<file path="config.mk">
export PLATFORM = sky130hd
export DESIGN_NAME = dram_slot_ctrl
export DESIGN_NICKNAME = d
export VERILOG_FILES = /design/src/rtl/dram_slot_ctrl.sv
export SDC_FILE = /design/constraint.sdc
export NUM_CORES = 1
export LEC_CHECK = 0
export ABC_CLOCK_PERIOD_IN_PS = 2700
export CAP_MARGIN = 20
export CORE_MARGIN = 8
export CORE_UTILIZATION = 41
export DETAILED_ROUTE_END_ITERATION = 16
export PLACE_DENSITY = 0.69
export SETUP_SLACK_MARGIN = 0.5
export SYNTH_ARGS = -nofsm -noshare
export SYNTH_HDL_FRONTEND = slang
export SYNTH_SLANG_ARGS = --single-unit
</file>
<file path="constraint.sdc">
create_clock -name clk32 -period 2.7 [get_ports clk32]
set_input_delay 0.54 -clock clk32 [delete_from_list [all_inputs] [get_ports clk32]]
set_output_delay 0.54 -clock clk32 [all_outputs]
set_load 0.01 [all_outputs]
</file>
<file path="src/rtl/dram_slot_ctrl.sv">
// dram_slot_ctrl: per-slot DRAM sequencer and arbiter.
// Each 16-cycle slot has two sub-slots. Sub-slot A (ph 0-7) serves video, then
// DMA. Sub-slot B (ph 8-15) serves the CPU. Either sub-slot may instead carry a
// pending RAS-only refresh. All DRAM-facing outputs are registered from
// next-state values, so each output matches the phase the register is entering.
module dram_slot_ctrl #(
  parameter int AW            = 20,
  parameter int REFRESH_SLOTS = 32
) (
  input  logic          clk32,
  input  logic          resb,
  input  logic          slot_start,
  input  logic          vid_req,
  input  logic [AW-1:0] vid_addr,
  input  logic          dma_req,
  input  logic          dma_we,
  input  logic [AW-1:0] dma_addr,
  input  logic          cpu_req,
  input  logic          cpu_we,
  input  logic [AW-1:0] cpu_addr,
  output logic          vid_ack,
  output logic          dma_ack,
  output logic          cpu_ack,
  output logic [1:0]    owner,
  output logic          refresh,
  output logic          ras_n,
  output logic          cas_n,
  output logic          we_n,
  output logic [AW/2-1:0] ma
);

  localparam int HW = AW / 2;
  // The slot counter only has to reach REFRESH_SLOTS-2 before it wraps.
  localparam int CW = (REFRESH_SLOTS > 2) ? $clog2(REFRESH_SLOTS) : 1;

  typedef enum logic [1:0] {
    OWN_IDLE = 2'd0,
    OWN_VID  = 2'd1,
    OWN_DMA  = 2'd2,
    OWN_CPU  = 2'd3
  } owner_t;

  logic [3:0]    ph_reg, ph_next;
  logic          synced_reg, synced_next;
  owner_t        owner_reg, owner_next;
  logic          refresh_reg, refresh_next;
  logic [AW-1:0] addr_reg, addr_next;
  logic          we_reg, we_next;
  logic          rfp_reg, rfp_next;
  logic [CW-1:0] rf_cnt_reg, rf_cnt_next;
  logic [HW-1:0] rrow_reg, rrow_next;

  logic          ras_n_reg, ras_n_next;
  logic          cas_n_reg, cas_n_next;
  logic          we_n_reg, we_n_next;
  logic [HW-1:0] ma_reg, ma_next;
  logic          vid_ack_reg, vid_ack_next;
  logic          dma_ack_reg, dma_ack_next;
  logic          cpu_ack_reg, cpu_ack_next;

  logic [2:0]    q_next;
  logic          active_next;

  // Next-state: phase, arbitration decisions, refresh bookkeeping, strobes.
  always_comb begin
    ph_next      = slot_start ? 4'd0 : ph_reg + 4'd1;
    synced_next  = synced_reg | slot_start;
    owner_next   = owner_reg;
    refresh_next = refresh_reg;
    addr_next    = addr_reg;
    we_next      = we_reg;
    rfp_next     = rfp_reg;
    rf_cnt_next  = rf_cnt_reg;
    rrow_next    = rrow_reg;

    // The refresh row advances as a refresh sub-slot leaves its last phase.
    if (refresh_reg && (ph_reg[2:0] == 3'd7)) begin
      rrow_next = rrow_reg + HW'(1);
    end

    if (slot_start) begin
      // Sub-slot A decision. slot_start itself establishes sync, so the very
      // first pulse already arbitrates. Any access still running is dropped
      // here, which is what aborts an access on an early slot_start.
      owner_next   = OWN_IDLE;
      refresh_next = 1'b0;
      if (vid_req) begin
        owner_next = OWN_VID;
        addr_next  = vid_addr;
        we_next    = 1'b0;
      end else if (dma_req) begin
        owner_next = OWN_DMA;
        addr_next  = dma_addr;
        we_next    = dma_we;
      end else if (rfp_reg) begin
        refresh_next = 1'b1;
        rfp_next     = 1'b0;
      end
      // The count wraps when it would reach REFRESH_SLOTS-1; a wrap on the
      // same edge as a refresh decision leaves rfp set, and a wrap while rfp
      // is already set is simply absorbed.
      if (rf_cnt_reg == CW'(REFRESH_SLOTS - 2)) begin
        rf_cnt_next = '0;
        rfp_next    = 1'b1;
      end else begin
        rf_cnt_next = rf_cnt_reg + CW'(1);
      end
    end else if (synced_reg && (ph_reg == 4'd7)) begin
      // Sub-slot B decision.
      owner_next   = OWN_IDLE;
      refresh_next = 1'b0;
      if (cpu_req) begin
        owner_next = OWN_CPU;
        addr_next  = cpu_addr;
        we_next    = cpu_we;
      end else if (rfp_reg) begin
        refresh_next = 1'b1;
        rfp_next     = 1'b0;
      end
    end else if (ph_reg == 4'd15) begin
      // A missing slot_start leaves sub-slot A undecided and idle.
      owner_next   = OWN_IDLE;
      refresh_next = 1'b0;
    end

    // Refresh carries no requester code (owner stays 0) but still drives RAS.
    q_next      = ph_next[2:0];
    active_next = (owner_next != OWN_IDLE) || refresh_next;

    ras_n_next = ~(active_next && (q_next >= 3'd1) && (q_next <= 3'd6));
    cas_n_next = ~(active_next && !refresh_next &&
                   (q_next >= 3'd3) && (q_next <= 3'd6));
    we_n_next  = ~(active_next && !refresh_next && we_next &&
                   (q_next >= 3'd2) && (q_next <= 3'd6));

    ma_next = '0;
    if (active_next) begin
      if (refresh_next) begin
        ma_next = rrow_next;
      end else if (q_next <= 3'd2) begin
        ma_next = addr_next[AW-1:HW];
      end else begin
        ma_next = addr_next[HW-1:0];
      end
    end

    vid_ack_next = (owner_next == OWN_VID) && (ph_next == 4'd6);
    dma_ack_next = (owner_next == OWN_DMA) && (ph_next == 4'd6);
    cpu_ack_next = (owner_next == OWN_CPU) && (ph_next == 4'd14);
  end

  // State and registered outputs; reset forces strobes inactive at once.
  always_ff @(posedge clk32 or negedge resb) begin
    if (!resb) begin
      ph_reg      <= 4'd0;
      synced_reg  <= 1'b0;
      owner_reg   <= OWN_IDLE;
      refresh_reg <= 1'b0;
      addr_reg    <= '0;
      we_reg      <= 1'b0;
      rfp_reg     <= 1'b0;
      rf_cnt_reg  <= '0;
      rrow_reg    <= '0;
      ras_n_reg   <= 1'b1;
      cas_n_reg   <= 1'b1;
      we_n_reg    <= 1'b1;
      ma_reg      <= '0;
      vid_ack_reg <= 1'b0;
      dma_ack_reg <= 1'b0;
      cpu_ack_reg <= 1'b0;
    end else begin
      ph_reg      <= ph_next;
      synced_reg  <= synced_next;
      owner_reg   <= owner_next;
      refresh_reg <= refresh_next;
      addr_reg    <= addr_next;
      we_reg      <= we_next;
      rfp_reg     <= rfp_next;
      rf_cnt_reg  <= rf_cnt_next;
      rrow_reg    <= rrow_next;
      ras_n_reg   <= ras_n_next;
      cas_n_reg   <= cas_n_next;
      we_n_reg    <= we_n_next;
      ma_reg      <= ma_next;
      vid_ack_reg <= vid_ack_next;
      dma_ack_reg <= dma_ack_next;
      cpu_ack_reg <= cpu_ack_next;
    end
  end

  assign owner   = owner_reg;
  assign refresh = refresh_reg;
  assign ras_n   = ras_n_reg;
  assign cas_n   = cas_n_reg;
  assign we_n    = we_n_reg;
  assign ma      = ma_reg;
  assign vid_ack = vid_ack_reg;
  assign dma_ack = dma_ack_reg;
  assign cpu_ack = cpu_ack_reg;

endmodule

</file>
==> results.toml <==
[status]
status = "finished clean"

[floorplanning]
dieArea_um2 = 11210
start_util_pct = 42.62
fp.dieW_um = 105.9
die_h_um = 105.9
core_um2 = 7767
ios = 87
rows = 32

[critical_path]
cp.arrival_ps = 2310
crit_family = "simple AND/OR/NAND/NOR gates"
cp-start-kind = "register"
worst-path-buf-inv = 0
path_class = "reg -> reg"
path_cells = "ha_2 > ha_1 > and2_2 > nand4_2 > nor3_2 > xor2_1 > o2bb2ai_1"
cp_slowest_stage_delay_ps = 460
crit_path_end_kind = "register"
slowest_stage = "dfrtp_1"
required_ps = 2960
crit_fanout = 7

[cells_and_area]
fin_area_um2 = 4467
fin_cells = 510
nets = 476
largest_reg_flops = 20
layout_commonest_cell = "clkdlybuf4s50_1"
area_growth_syn_to_layout_pct = 34.92
nFillCells = 678
mostFrequentLayoutCells = "clkdlybuf4s50_1 (84), dfrtp_1 (58), nand2_1 (25), mux2i_1 (22), mux2_2 (20)"
antenna_cells = 0
drive_above_1_share_pct = 17.16

[sta]
rsz0062_at_grt = "false"
fmax_mhz = 487.7
relSlewSlack_pct = 59.55
fin_skew_ps = 10.95
worstMarginPinSlew_ps = 606.8
hold_viol = 0
slew_violations = 0
fin_crit_ps = 2051
setup_viol = 0
totalNegativeSetupSlack_ps = 0
final.setup.worst_slack_ps = 649.5
post-route-period-util_pct = 75.95

[detailed_routing]
ant_nets = 0
vias_per_cell = 5.504
firstDrtPassIters = 4
vias = 2807
routed_wirelength_um = 9537
first_iter_violations = 177
wl_per_cell_um = 18.70
drc = 0

[power]
ir_drop_uv = 307.2
powerDensity_nw_per_um2 = 554.7
leakagePower_nw = 1.796

[place]
place_ws_ps = 376.3
place_congestion = 0.8660
post-dp-hpwl_um = 6971
dp.cells = 493
numPortBuffers = 86
dpl_cell_area_um2 = 4272

[cts]
cts-hold-fix-buffers = 0
cts-root-buf = "clkbuf_8"
htreeDepth = 3
clk_pin_slew_ps = 70
cts_tree = "yes"
clk_path_buf_depth = 2
numCtsBuffers = 9
numClockSinks = 61
insertion_delay_ps = 340

[synth]
ys.flop_type = "dfrtp_1"
syn-num-nets = 385
synth_edf_count = 0
synth_cell_types = 53
ys_ff_latch = 61
seq_area_frac_synth_pct = 46.22
syn_inst = 312
ys_warn_count = 0
synth.cell_area_um2 = 3311
syn_area_per_cell_um2 = 10.61
synthArstFlopShare_pct = 100.0

[global_routing]
grt_usage_pct = 16.80
grt-ovfl-total = 0
grt_max_degree = 37
grt_pass1_vias = 2875
antenna_found_initial = 0
grt_first_pass_wirelength_um = 14850

[min_path]
min_path_type = "in -> async"

[job]
max_cap_viol_count = 0
-- cell type report --
cell class,instances,area [um2],area share (%)
Clock buffer,9,123.9,2.773
Clock inverter,7,51.30,1.148
Inverter,6,23.77,0.5322
Multi-Input combinational cell,225,1642,36.75
Sequential cell,61,1530,34.26
Tap cell,102,127.6,2.857
Timing Repair Buffer,100,968.4,21.68
-- timing repair --
action                     CTS  global route
setup endpoints to repair    0            10
buffers inserted             0             1
resized for setup            0             3
-- power breakdown --
group          switching [mW]  leakage [nW]  total (mW)  internal (mW)
logic                   0.291         0.967       0.627          0.336
registers              0.0908         0.744        1.13           1.04
clock network           0.385        0.0856       0.720          0.335
total                   0.767          1.80        2.48           1.71
-- worst register-to-register path: stages, from the launching register on --
cell and delay (ps):
dfrtp_1 460, ha_2 280, ha_1 200, and2_2 210
nand4_2 190, nor3_2 240, xor2_1 250, o2bb2ai_1 140
-- cells by family after synthesis --
group,share of synthesized area (%)
AO/OA/AOI/OAI,19.12
buffers and inverters,4.572
adder cells (fa/ha/maj),1.890
flip-flops,46.22
AND/OR/NAND/NOR,11.75
multiplexers,13.79
XOR/XNOR,2.645
-- metrics by stage --
| stage | power, mW | util [%] | hold slack (ps) |
|---|---|---|---|
| after global routing | 2.628 | 57.51 | 232.4 |
| final | 2.478 | 57.51 | 209.5 |
| after detailed placement | 1.771 | 54.99 | 467.0 |
| after global placement | 1.759 | 54.99 | 470.2 |
| after floorplan | 1.457 | - | 244.4 |
| after CTS | 2.497 | 57.25 | 213.6 |
-- path summary, 6_finish.rpt --
path	cells past startpoint	to	slack, ps	start
min in group clk32	1	rrow_reg[9]	480	rrow_reg[9]
max in group asynchronous	2	ras_n	1820	resb
hold reg to reg	1	rrow_reg[9]	480	rrow_reg[9]
setup / recovery	7	ma[7]	650	ph_reg[0]
setup reg to reg	7	ma[7]	650	ph_reg[0]
hold / removal	1	refresh	210	resb
-- cells in the mapped netlist (4+ instances only) --
library cell / n / area (um2)
dfrtp_1: 58 / 1451
nand2_1: 25 / 93.84
mux2i_1: 22 / 220.2
mux2_2: 20 / 225.2
o21ai_0: 16 / 80.08
a21oi_1: 15 / 75.07
o211ai_1: 12 / 90.09
o22ai_1: 12 / 75.07
o2bb2ai_1: 11 / 96.34
o21a_1: 10 / 75.07
a31oi_1: 9 / 56.30
nor2_1: 7 / 26.28
nand3_1: 6 / 30.03
xnor2_1: 6 / 52.55
buf_2: 5 / 25.02
buf_6: 5 / 56.30
ha_1: 5 / 62.56
inv_1: 5 / 18.77
nand4_1: 5 / 31.28
clkbuf_1: 4 / 15.01
nand2b_1: 4 / 25.02
xor2_1: 4 / 35.03
-- per-layer routing --
metal	global-route usage (%)	vias up	part of all wire (%)
met1	22.38	1356	47
met5	0	-	0
met3	3.898	14	6.0
met2	25.65	92	46
met4	6.834	0	1.8
li1	-	1345	-
No activity file was read; power rests on OpenSTA's default activity.
